<file path="config.mk">
export PLATFORM = sky130hd
export DESIGN_NAME = inst_mem_loader
export DESIGN_NICKNAME = d
export VERILOG_FILES = /design/src/rtl/inst_mem_loader.sv
export SDC_FILE = /design/constraint.sdc
export NUM_CORES = 1
export LEC_CHECK = 0
export CAP_MARGIN = 25
export CORE_ASPECT_RATIO = 1.4
export CORE_MARGIN = 3
export CORE_UTILIZATION = 35
export DETAILED_ROUTE_END_ITERATION = 8
export PLACE_DENSITY = 0.54
export SETUP_SLACK_MARGIN = 0.1
export SYNTH_ARGS = -nofsm -noshare
export SYNTH_HDL_FRONTEND = slang
export SYNTH_SLANG_ARGS = --single-unit
</file>
<file path="constraint.sdc">
create_clock -name clk -period 1.9 [get_ports clk]
set_input_delay 0.285 -clock clk [delete_from_list [all_inputs] [get_ports clk]]
set_output_delay 0.285 -clock clk [all_outputs]
set_load 0.1 [all_outputs]
</file>
<file path="src/rtl/inst_mem_loader.sv">
// Serial instruction-memory loader: header byte N, N little-endian words, XOR checksum byte.
// Holds the CPU in reset until a load completes with a matching checksum.
module inst_mem_loader #(
   parameter int unsigned A = 32,
   parameter int unsigned B = 6
) (
   input  logic         clk,
   input  logic         reset,
   input  logic         start,
   input  logic [7:0]   rx_data,
   input  logic         rx_valid,
   output logic         rx_ready,
   output logic         wr_en,
   output logic [B-1:0] wr_addr,
   output logic [A-1:0] wr_data,
   output logic         cpu_hold,
   output logic         done,
   output logic         error,
   output logic [B:0]   word_count
);

   localparam int unsigned BytesPerWord = A / 8;
   localparam int unsigned IdxW         = (BytesPerWord > 1) ? $clog2(BytesPerWord) : 1;
   localparam int unsigned MaxWords     = 2 ** B;

   typedef enum logic [2:0] {StIdle, StHdr, StData, StChk, StDone, StError} state_e;

   state_e          state_q, state_d;
   logic            rx_ready_q, rx_ready_d;
   logic            wr_en_q, wr_en_d;
   logic [B-1:0]    wr_addr_q, wr_addr_d;
   logic [A-1:0]    wr_data_q, wr_data_d;
   logic            cpu_hold_q, cpu_hold_d;
   logic            done_q, done_d;
   logic            error_q, error_d;
   logic [B:0]      word_count_q, word_count_d;
   logic [B:0]      n_words_q, n_words_d;
   logic [IdxW-1:0] byte_idx_q, byte_idx_d;
   logic [7:0]      chk_q, chk_d;
   logic [A-1:0]    asm_q, asm_d;
   logic            accept;
   logic [A-1:0]    asm_next;

   assign accept   = rx_valid && rx_ready_q;
   // Shift new bytes in from the top so the first byte lands in [7:0] after a full word.
   assign asm_next = (asm_q >> 8) | (A'(rx_data) << (A - 8));

   always_comb begin
      state_d      = state_q;
      wr_en_d      = 1'b0;
      wr_addr_d    = wr_addr_q;
      wr_data_d    = wr_data_q;
      word_count_d = word_count_q;
      n_words_d    = n_words_q;
      byte_idx_d   = byte_idx_q;
      chk_d        = chk_q;
      asm_d        = asm_q;

      case (state_q)
         StIdle, StDone, StError: begin
            if (start) begin
               state_d      = StHdr;
               word_count_d = '0;
               byte_idx_d   = '0;
               chk_d        = '0;
            end
         end
         StHdr: begin
            if (accept) begin
               if (rx_data == 8'd0 || 32'(rx_data) > MaxWords) begin
                  state_d = StError;
               end else begin
                  n_words_d = (B + 1)'(rx_data);
                  state_d   = StData;
               end
            end
         end
         StData: begin
            if (accept) begin
               chk_d = chk_q ^ rx_data;
               asm_d = asm_next;
               if (byte_idx_q == IdxW'(BytesPerWord - 1)) begin
                  byte_idx_d   = '0;
                  wr_en_d      = 1'b1;
                  wr_addr_d    = word_count_q[B-1:0];
                  wr_data_d    = asm_next;
                  word_count_d = word_count_q + 1'b1;
                  if (word_count_q + 1'b1 == n_words_q) state_d = StChk;
               end else begin
                  byte_idx_d = byte_idx_q + 1'b1;
               end
            end
         end
         StChk: begin
            if (accept) state_d = (rx_data == chk_q) ? StDone : StError;
         end
         default: state_d = StIdle;
      endcase

      // Outputs are registered, so derive them from the state being entered.
      rx_ready_d = (state_d == StHdr) || (state_d == StData) || (state_d == StChk);
      cpu_hold_d = (state_d != StDone);
      done_d     = (state_d == StDone);
      error_d    = (state_d == StError);
   end

   always_ff @(posedge clk) begin
      if (reset) begin
         state_q      <= StIdle;
         rx_ready_q   <= 1'b0;
         wr_en_q      <= 1'b0;
         wr_addr_q    <= '0;
         wr_data_q    <= '0;
         cpu_hold_q   <= 1'b1;
         done_q       <= 1'b0;
         error_q      <= 1'b0;
         word_count_q <= '0;
         n_words_q    <= '0;
         byte_idx_q   <= '0;
         chk_q        <= '0;
         asm_q        <= '0;
      end else begin
         state_q      <= state_d;
         rx_ready_q   <= rx_ready_d;
         wr_en_q      <= wr_en_d;
         wr_addr_q    <= wr_addr_d;
         wr_data_q    <= wr_data_d;
         cpu_hold_q   <= cpu_hold_d;
         done_q       <= done_d;
         error_q      <= error_d;
         word_count_q <= word_count_d;
         n_words_q    <= n_words_d;
         byte_idx_q   <= byte_idx_d;
         chk_q        <= chk_d;
         asm_q        <= asm_d;
      end
   end

   assign rx_ready   = rx_ready_q;
   assign wr_en      = wr_en_q;
   assign wr_addr    = wr_addr_q;
   assign wr_data    = wr_data_q;
   assign cpu_hold   = cpu_hold_q;
   assign done       = done_q;
   assign error      = error_q;
   assign word_count = word_count_q;

endmodule

</file>
==> results of run 1 <==
[kinds of logic (layout without fill, tap and decap cells)]
kind of cell | after synthesis | after routing
simple gates | 202 | 202
compound gates | 111 | 111
flops | 94 | 94
buf+inv | 33 | 135
xor+xnor | 15 | 15
mux | 8 | 8
fa+ha+maj | 2 | 2
[routing by layer]
metal / wire length [um] / GRT usage / up-vias
met5: 0 / 0 / -
met4: 163 / 0.06730 / 0
met3: 300 / 0.02222 / 11
met2: 4877 / 0.2957 / 66
met1: 4310 / 0.2095 / 1559
li1: - / - / 1760
[area by class of cell]
type                            instances  share of cell area
Clock buffer                           11             0.05160
Clock inverter                          5            0.008804
Inverter                                2            0.001467
Multi-Input combinational cell        338              0.3495
Sequential cell                        94              0.3727
Tap cell                              138             0.03375
Timing Repair Buffer                  117              0.1822
[power breakdown]
group / switching, mW / internal (mW) / total, mW
combinational: 0.122 / 0.0790 / 0.201
sequential: 0.00705 / 1.97 / 1.98
clock: 0.789 / 1.02 / 1.81
[critical path: stages]
cell and delay, ps:
buf_6 90, or4_4 530, o31a_1 310, or4_4 440, buf_8 160, mux2i_1 140, nor2_1 50
[per-stage QoR]
stage	util	TNS, ps	hold WS [ps]	instance area [um^2]	setup WS, ps
6_report	0.4917	0	330.1	5116	79.26
5_1_grt	0.4917	0	332.7	5116	14.47
4_1_cts	0.4895	0	338.5	5094	23.90
3_5_place_dp	0.4511	-16380	445.9	4693	-648.8
3_3_place_gp	0.4511	-16060	440.3	4693	-611.9
2_1_floorplan	-	-882.9	421.0	3814	-116.4
[timing repair]
| item | CTS | global route |
|---|---|---|
| setup endpoints to repair | 65 | 14 |
| buffers inserted | 6 | 1 |
| pin swaps | 5 | 3 |
| gates resized for setup | 25 | 5 |
| cloned | 0 | 0 |
| hold buffers | 0 | 0 |
[registers in the layout, indices dropped and copies added (netlist names), 2 cells and up]
register and flops:
byte_idx_q 2, n_words_q 7, asm_q 24, state_q 3, word_count 7, chk_q 8
wr_addr 6, wr_data 32
[worst paths after layout]
path                            slack [ps]  depth (start not counted)                   endpoint              startpoint
worst min-delay path                   330                          4   wr_data[25]$_SDFFE_PP0P_              rx_data[1]
worst max-delay path                    80                          7  n_words_q[3]$_SDFFE_PP0P_              rx_data[1]
worst max register to register         100                          6  n_words_q[3]$_SDFFE_PP0P_   state_q[0]$_SDFF_PP0_
worst min register to register         450                          2    wr_data[3]$_SDFFE_PP0P_  asm_q[11]$_SDFFE_PP0P_
[synth_stat cells, drive strengths merged (2+ instances only)]
cell type  count
xor2           4
mux2i          8
nor3b          2
clkbuf        25
nor2b          3
ha             2
nand3          7
nor4           3
or2            8
nor3           3
and3           2
a311oi         4
or3            3
nand4          3
inv            2
nand2        143
buf            6
xnor2         11
a21oi         80
or4            2
dfxtp         94
o21ai         12
nor2          19
==> impl_metrics.yaml, run 1 <==
logic_synthesis:
  synth_top_area_frac: 0.5025
  netlist_instances: 465
  yosysSeqAreaShare: 0.5025
  synth_area_um2: 3745
  syn_nets: 479
  synth_compound_area_frac: 0.1661
  synth_flop_cell: "dfxtp_1"
  synthTopCellsByArea: "dfxtp_1 50%, nand2_1 14%, a21oi_1 11%, xnor2_1 2.6%, clkbuf_1 2.5%"
  synth_cell_type_count: 48
  synth-seq-cells: 94
  synth_top_family_by_area: "simple AND/OR/NAND/NOR gates"
  avgSynthCellArea_um2: 8.053
  synth-simple-area-share: 0.2312
  synthAdderAreaFrac: 0.006682
  ys_warn_count: 0
  synth_xor_area_frac: 0.03508
  synthMuxAreaShare: 0.02138
  synth_enable_flop_cells: 0
  synth_top_area_cell: "dfxtp_1"
  async_reset_ff_frac: 0
route:
  dr_total_vias: 3396
  antenna_left: 0
  dr.pass1.iters: 4
  drtIter0Drc: 129
  viasPerCell: 4.817
  wire_per_inst_um: 13.69
  routed_wl_um: 9652
  drc: 0
critical_path:
  path_max_fanout: 7
  critPathArrivalTime_ps: 2020
  required_ps: 2100
  crit_type: "in2reg"
  end_kind: "flop"
  start_kind: "primary input"
pwr:
  total_leakage_power_nw: 1.972
  power_mw: 3.990
  vdd_drop_max_mv: 0.3829
  p_per_area_nw_per_um2: 779.9
floorplanning:
  die_w_um: 93.42
  die-area_um2: 11990
  coreArea_um2: 10410
  start_util: 0.3599
  io_pins: 62
  die_h_um: 128.4
  num_rows: 44
clocking:
  clock-sinks: 94
  clockRootBuffer: "clkbuf_16"
  htree_num_levels: 3
  clk_latency_ps: 340
  clkTransAtPathRegs_ps: 70
  cts_tree: "yes"
  cts_made_buffers: 9
  clockBufferDepth: 2
cells_and_area:
  fin_nets: 576
  mostFrequentLayoutCells: "143 x nand2_1, 103 x buf_4, 86 x dfxtp_1"
  multi_input_area_um2: 1788
  area_growth_pct: 36.62
  fillerInstances: 1052
  n_antenna_cell: 0
  ff_latch_area_um2: 1907
  drive_gt1_frac: 0.2734
  stdcell_count: 705
  final_common_cell: "nand2_1"
global_routing:
  antenna_found_initial: 0
  grt_pass1_vias: 3355
  grt_overflow: 0
  grt_max_degree: 31
  grt_pass1_wl_um: 16190
  grt_use_total: 0.1692
sta:
  rsz0062_at_grt: "true"
  min_period_over_period: 0.9583
  drv_slew: 0
  fin_crit_ps: 1821
  setup_violations: 0
  relSlewSlack: 0.5963
  skew_ps: 8.821
  clock.fmax_ghz: 0.5492
  worst_pin_slew_ps: 605.5
  finalHoldViolations: 0
placed_design:
  dp_cells: 682
  port_buffers: 61
  gp_congestion: 0.8165
  dp_hpwl_um: 7047
status:
  status: "completed"
job:
  cap_viol_max_count: 0
min_path:
  hold_path.class: "in2reg"
No activity file was read; power rests on OpenSTA's default activity.
==> run 2, diff against run 1 <==
--- a/config.mk
+++ b/config.mk
@@ -9,6 +9,7 @@
 export CORE_ASPECT_RATIO = 1.4
 export CORE_MARGIN = 3
 export CORE_UTILIZATION = 35
+export CTS_CLUSTER_DIAMETER = 120
 export DETAILED_ROUTE_END_ITERATION = 8
 export PLACE_DENSITY = 0.54
 export SETUP_SLACK_MARGIN = 0.1
==> results of run 2 <==
The final DEF is identical to that of run 1; final timing and power are the same.
==> RTL edit: new RTL, settings of run 1 <==
`wr_data_q` no longer has a reset.
--- a/src/rtl/inst_mem_loader.sv
+++ b/src/rtl/inst_mem_loader.sv
@@ -112,3 +112,2 @@
          wr_addr_q    <= '0;
-         wr_data_q    <= '0;
          cpu_hold_q   <= 1'b1;
@@ -126,3 +125,2 @@
          wr_addr_q    <= wr_addr_d;
-         wr_data_q    <= wr_data_d;
          cpu_hold_q   <= cpu_hold_d;
@@ -136,2 +134,6 @@
       end
+   end
+
+   always_ff @(posedge clk) begin
+      wr_data_q <= wr_data_d;
    end
Formal check against the unedited RTL: differs if reset is asserted again (counterexample within 10 cycles, from zero or initial values and one cycle with reset high); with reset held inactive, the same outputs for 10 cycles.
==> RTL edit against run 1 <==
First-iteration DRC count grew 7.8%; synthesized area shrank 0.30%; worst setup slack worse by 13 ps; sequential share of layout area rose by 6.1 points; non-clock buffer count decreased by 12; critical path type is now flip-flop to flip-flop; routed wire length down 11%; count of clock-buffer cells in the layout is 1 lower; final cell count fell by 15%; critical path depth decreased by 1; sequential cell count unchanged; largest cell class unchanged; total power rose by 3.8%; clock skew up 1.2 ps; design area increased by 0.56%.
==> RTL edit: results (changes against run 1) <==
| Metric | Value |
|---|---|
| Max-slew headroom | `71.7% (was 59.6%)` |
| Initial antenna violation count | `0 (unchanged)` |
| Nets | `473 (was 576)` |
| Hold path cells | `2 (was 4)` |
| R2r worst-path depth | `6 (unchanged)` |
| Reg2reg setup slack | `70 ps (was 100 ps)` |
| R2R Path End | `done (was n_words_q[3])` |
| FILL cells | `962 (was 1,052)` |
| Worst r2r src | `word_count[0] (was state_q[0])` |
| Status | `finished clean (unchanged)` |
| Maximum number of pins on one net before global-route repair | `25 (was 31)` |
| Vias in the first global route | `2,737 (was 3,355)` |
| Syn nets | `373 (was 479)` |
| Total routed wirelength | `8610 microns (was 9650 microns)` |
| Slowest cell on the critical path | `or4b_4 (was or4_4)` |
| Hold Crit Start | `reset (was rx_data[1])` |
| TritonRoute pass-1 iters | `4 (unchanged)` |
| Htree depth | `3 (unchanged)` |
| Tightest Hold Check Type | `input pin to flip-flop (unchanged)` |
| Root Buffer | `clkbuf_16 (unchanged)` |
| Clock transition at the registers of the reported paths | `70 ps (about the same)` |
| Routed vias/inst | `4.72 (was 4.82)` |
| Share of cells above drive strength 1 | `34.1% (was 27.3%)` |
| Clock Skew | `10.0 ps (was 8.82 ps)` |
| Dpl hpwl | `6160 microns (was 7050 microns)` |
| Post-synth EDFFs | `32 (was 0)` |
| Port buffer count | `61 (unchanged)` |
| Top layer reached by signal wires | `met4 (unchanged)` |
| First-pass GRT wire length | `13,900 microns (was 16,200 microns)` |
| Post-synth top flop | `dfxtp_1 (unchanged)` |
| Routability-driven placement congestion ratio | `0.802 (was 0.817)` |
| DRT iter0 DRCs | `139 (was 129)` |
| Most frequent cells after synthesis | `nand2_1 (77), dfxtp_1 (62), a21oi_1 (45) (was nand2_1 (143), dfxtp_1 (94), a21oi_1 (80))` |
| Antenna cell count | `0 (unchanged)` |
| Leakage | `1.94 nW (was 1.97 nW)` |
| Yosys Warn Count | `0 (unchanged)` |
| Fin Hold WS | `236 ps (was 330 ps)` |
| Skew-Pair Late Insertion Delay | `350 ps` |
| Yosys cell types | `57 (was 48)` |
| TritonCTS Buffers | `9 (unchanged)` |
| Synth area leaders | `dfxtp_1 (33%), edfxtp_1 (26%), nand2_1 (7.7%), a21oi_1 (6.0%), xor2_1 (2.6%) (was dfxtp_1 (50%), nand2_1 (14%), a21oi_1 (11%), xnor2_1 (2.6%), clkbuf_1 (2.5%))` |
| Largest fanout on the critical path | `5 (was 7)` |
| Gr usage total | `15.1% (was 16.9%)` |
| VDD IR max | `515 uV (was 383 uV)` |
| Sequential area share after synthesis | `59.0% (was 50.3%)` |
| CP arrival | `2080 ps (was 2020 ps)` |
| M1 wire length | `3870 microns (was 4310 microns)` |
| CP max stage delay | `590 ps (was 530 ps)` |
| Met2 WL | `4200 microns (was 4880 microns)` |
| Met3 wire length | `376 microns (was 300 microns)` |
| WHS Endpoint | `wr_addr[4] (was wr_data[25])` |
| Async S/R FF share, synth | `0% (unchanged)` |
## RTL edit: cell types whose count changed after synthesis, moves of 4 or more
cell,before,now
xnor2_1,11,4
edfxtp_1,0,32
a22o_1,0,4
nand2_1,143,77
dfxtp_1,94,62
xor2_1,4,11
nand2b_1,1,5
a21oi_1,80,45
clkbuf_1,25,9
## RTL edit: worst max path at each step
stage | start | slack (ps) | to
global placement | rx_data[4] | -330 | rx_ready
global route | word_count[0] | 30 | done
detailed placement | rx_data[4] | -390 | rx_ready
finish | word_count[0] | 70 | done
floorplan | word_count[0] | -60 | done
CTS | word_count[0] | 90 | done
## RTL edit: power by group
part	leakage, nW	internal [mW]	total [mW]	switching (mW)
Clock	0.147	1.06	1.84	0.778
Sequential	0.745	2.07	2.08	0.0121
Combinational	1.05	0.0870	0.219	0.132
## RTL edit: cell families (layout without fill, tap and decap cells)
group	count (synthesis)	in the layout	share of synthesized area [%]
compound gates	82	82	14.4
xor+xnor	15	15	3.52
fa+ha+maj	2	2	0.670
buf+inv	19	124	2.51
flops	94	94	59.0
mux	8	8	2.14
simple gates	139	139	17.7
## RTL edit: metrics by stage
stage                     util [%]  instance area (sq um)  setup WS, ps  cells
after floorplan                  -                   3780         -64.2    359
after global placement        44.9                   4670          -335    579
after detailed placement      44.9                   4670          -394    579
after CTS                     48.6                   5060          86.1    599
after global routing          49.4                   5140          34.0    602
final                         49.4                   5140          66.1    602
## RTL edit: layout make-up
| class | count | share of cell area, % |
|---|---|---|
| Sequential cell | 94 | 43.4 |
| Multi-Input combinational cell | 246 | 30.4 |
| Timing Repair Buffer | 105 | 16.6 |
| Clock buffer | 10 | 4.64 |
| Tap cell | 138 | 3.36 |
| Clock inverter | 6 | 1.31 |
| Inverter | 3 | 0.316 |
## RTL edit: timing repair
action	4_1_cts	5_1_grt
setup endpoints to repair	7	7
resized for setup	12	16
pin swaps	4	8
hold buffers	0	0
setup buffers	4	3
## RTL edit: worst max-delay path: cells and delay by family (launching register included)
kind	cells	cell delay, ps
DFF	1	370
and+or+nand+nor	4	1070
xor gates and xnor gates	1	130
adders and majority gates	1	160
## RTL edit: routing by layer
| layer | track usage [%] | vias up |
|---|---|---|
| met2 | 24.8 | 71 |
| met5 | 0 | - |
| met1 | 19.3 | 1310 |
| met3 | 3.11 | 11 |
| li1 | - | 1447 |
| met4 | 5.95 | 0 |
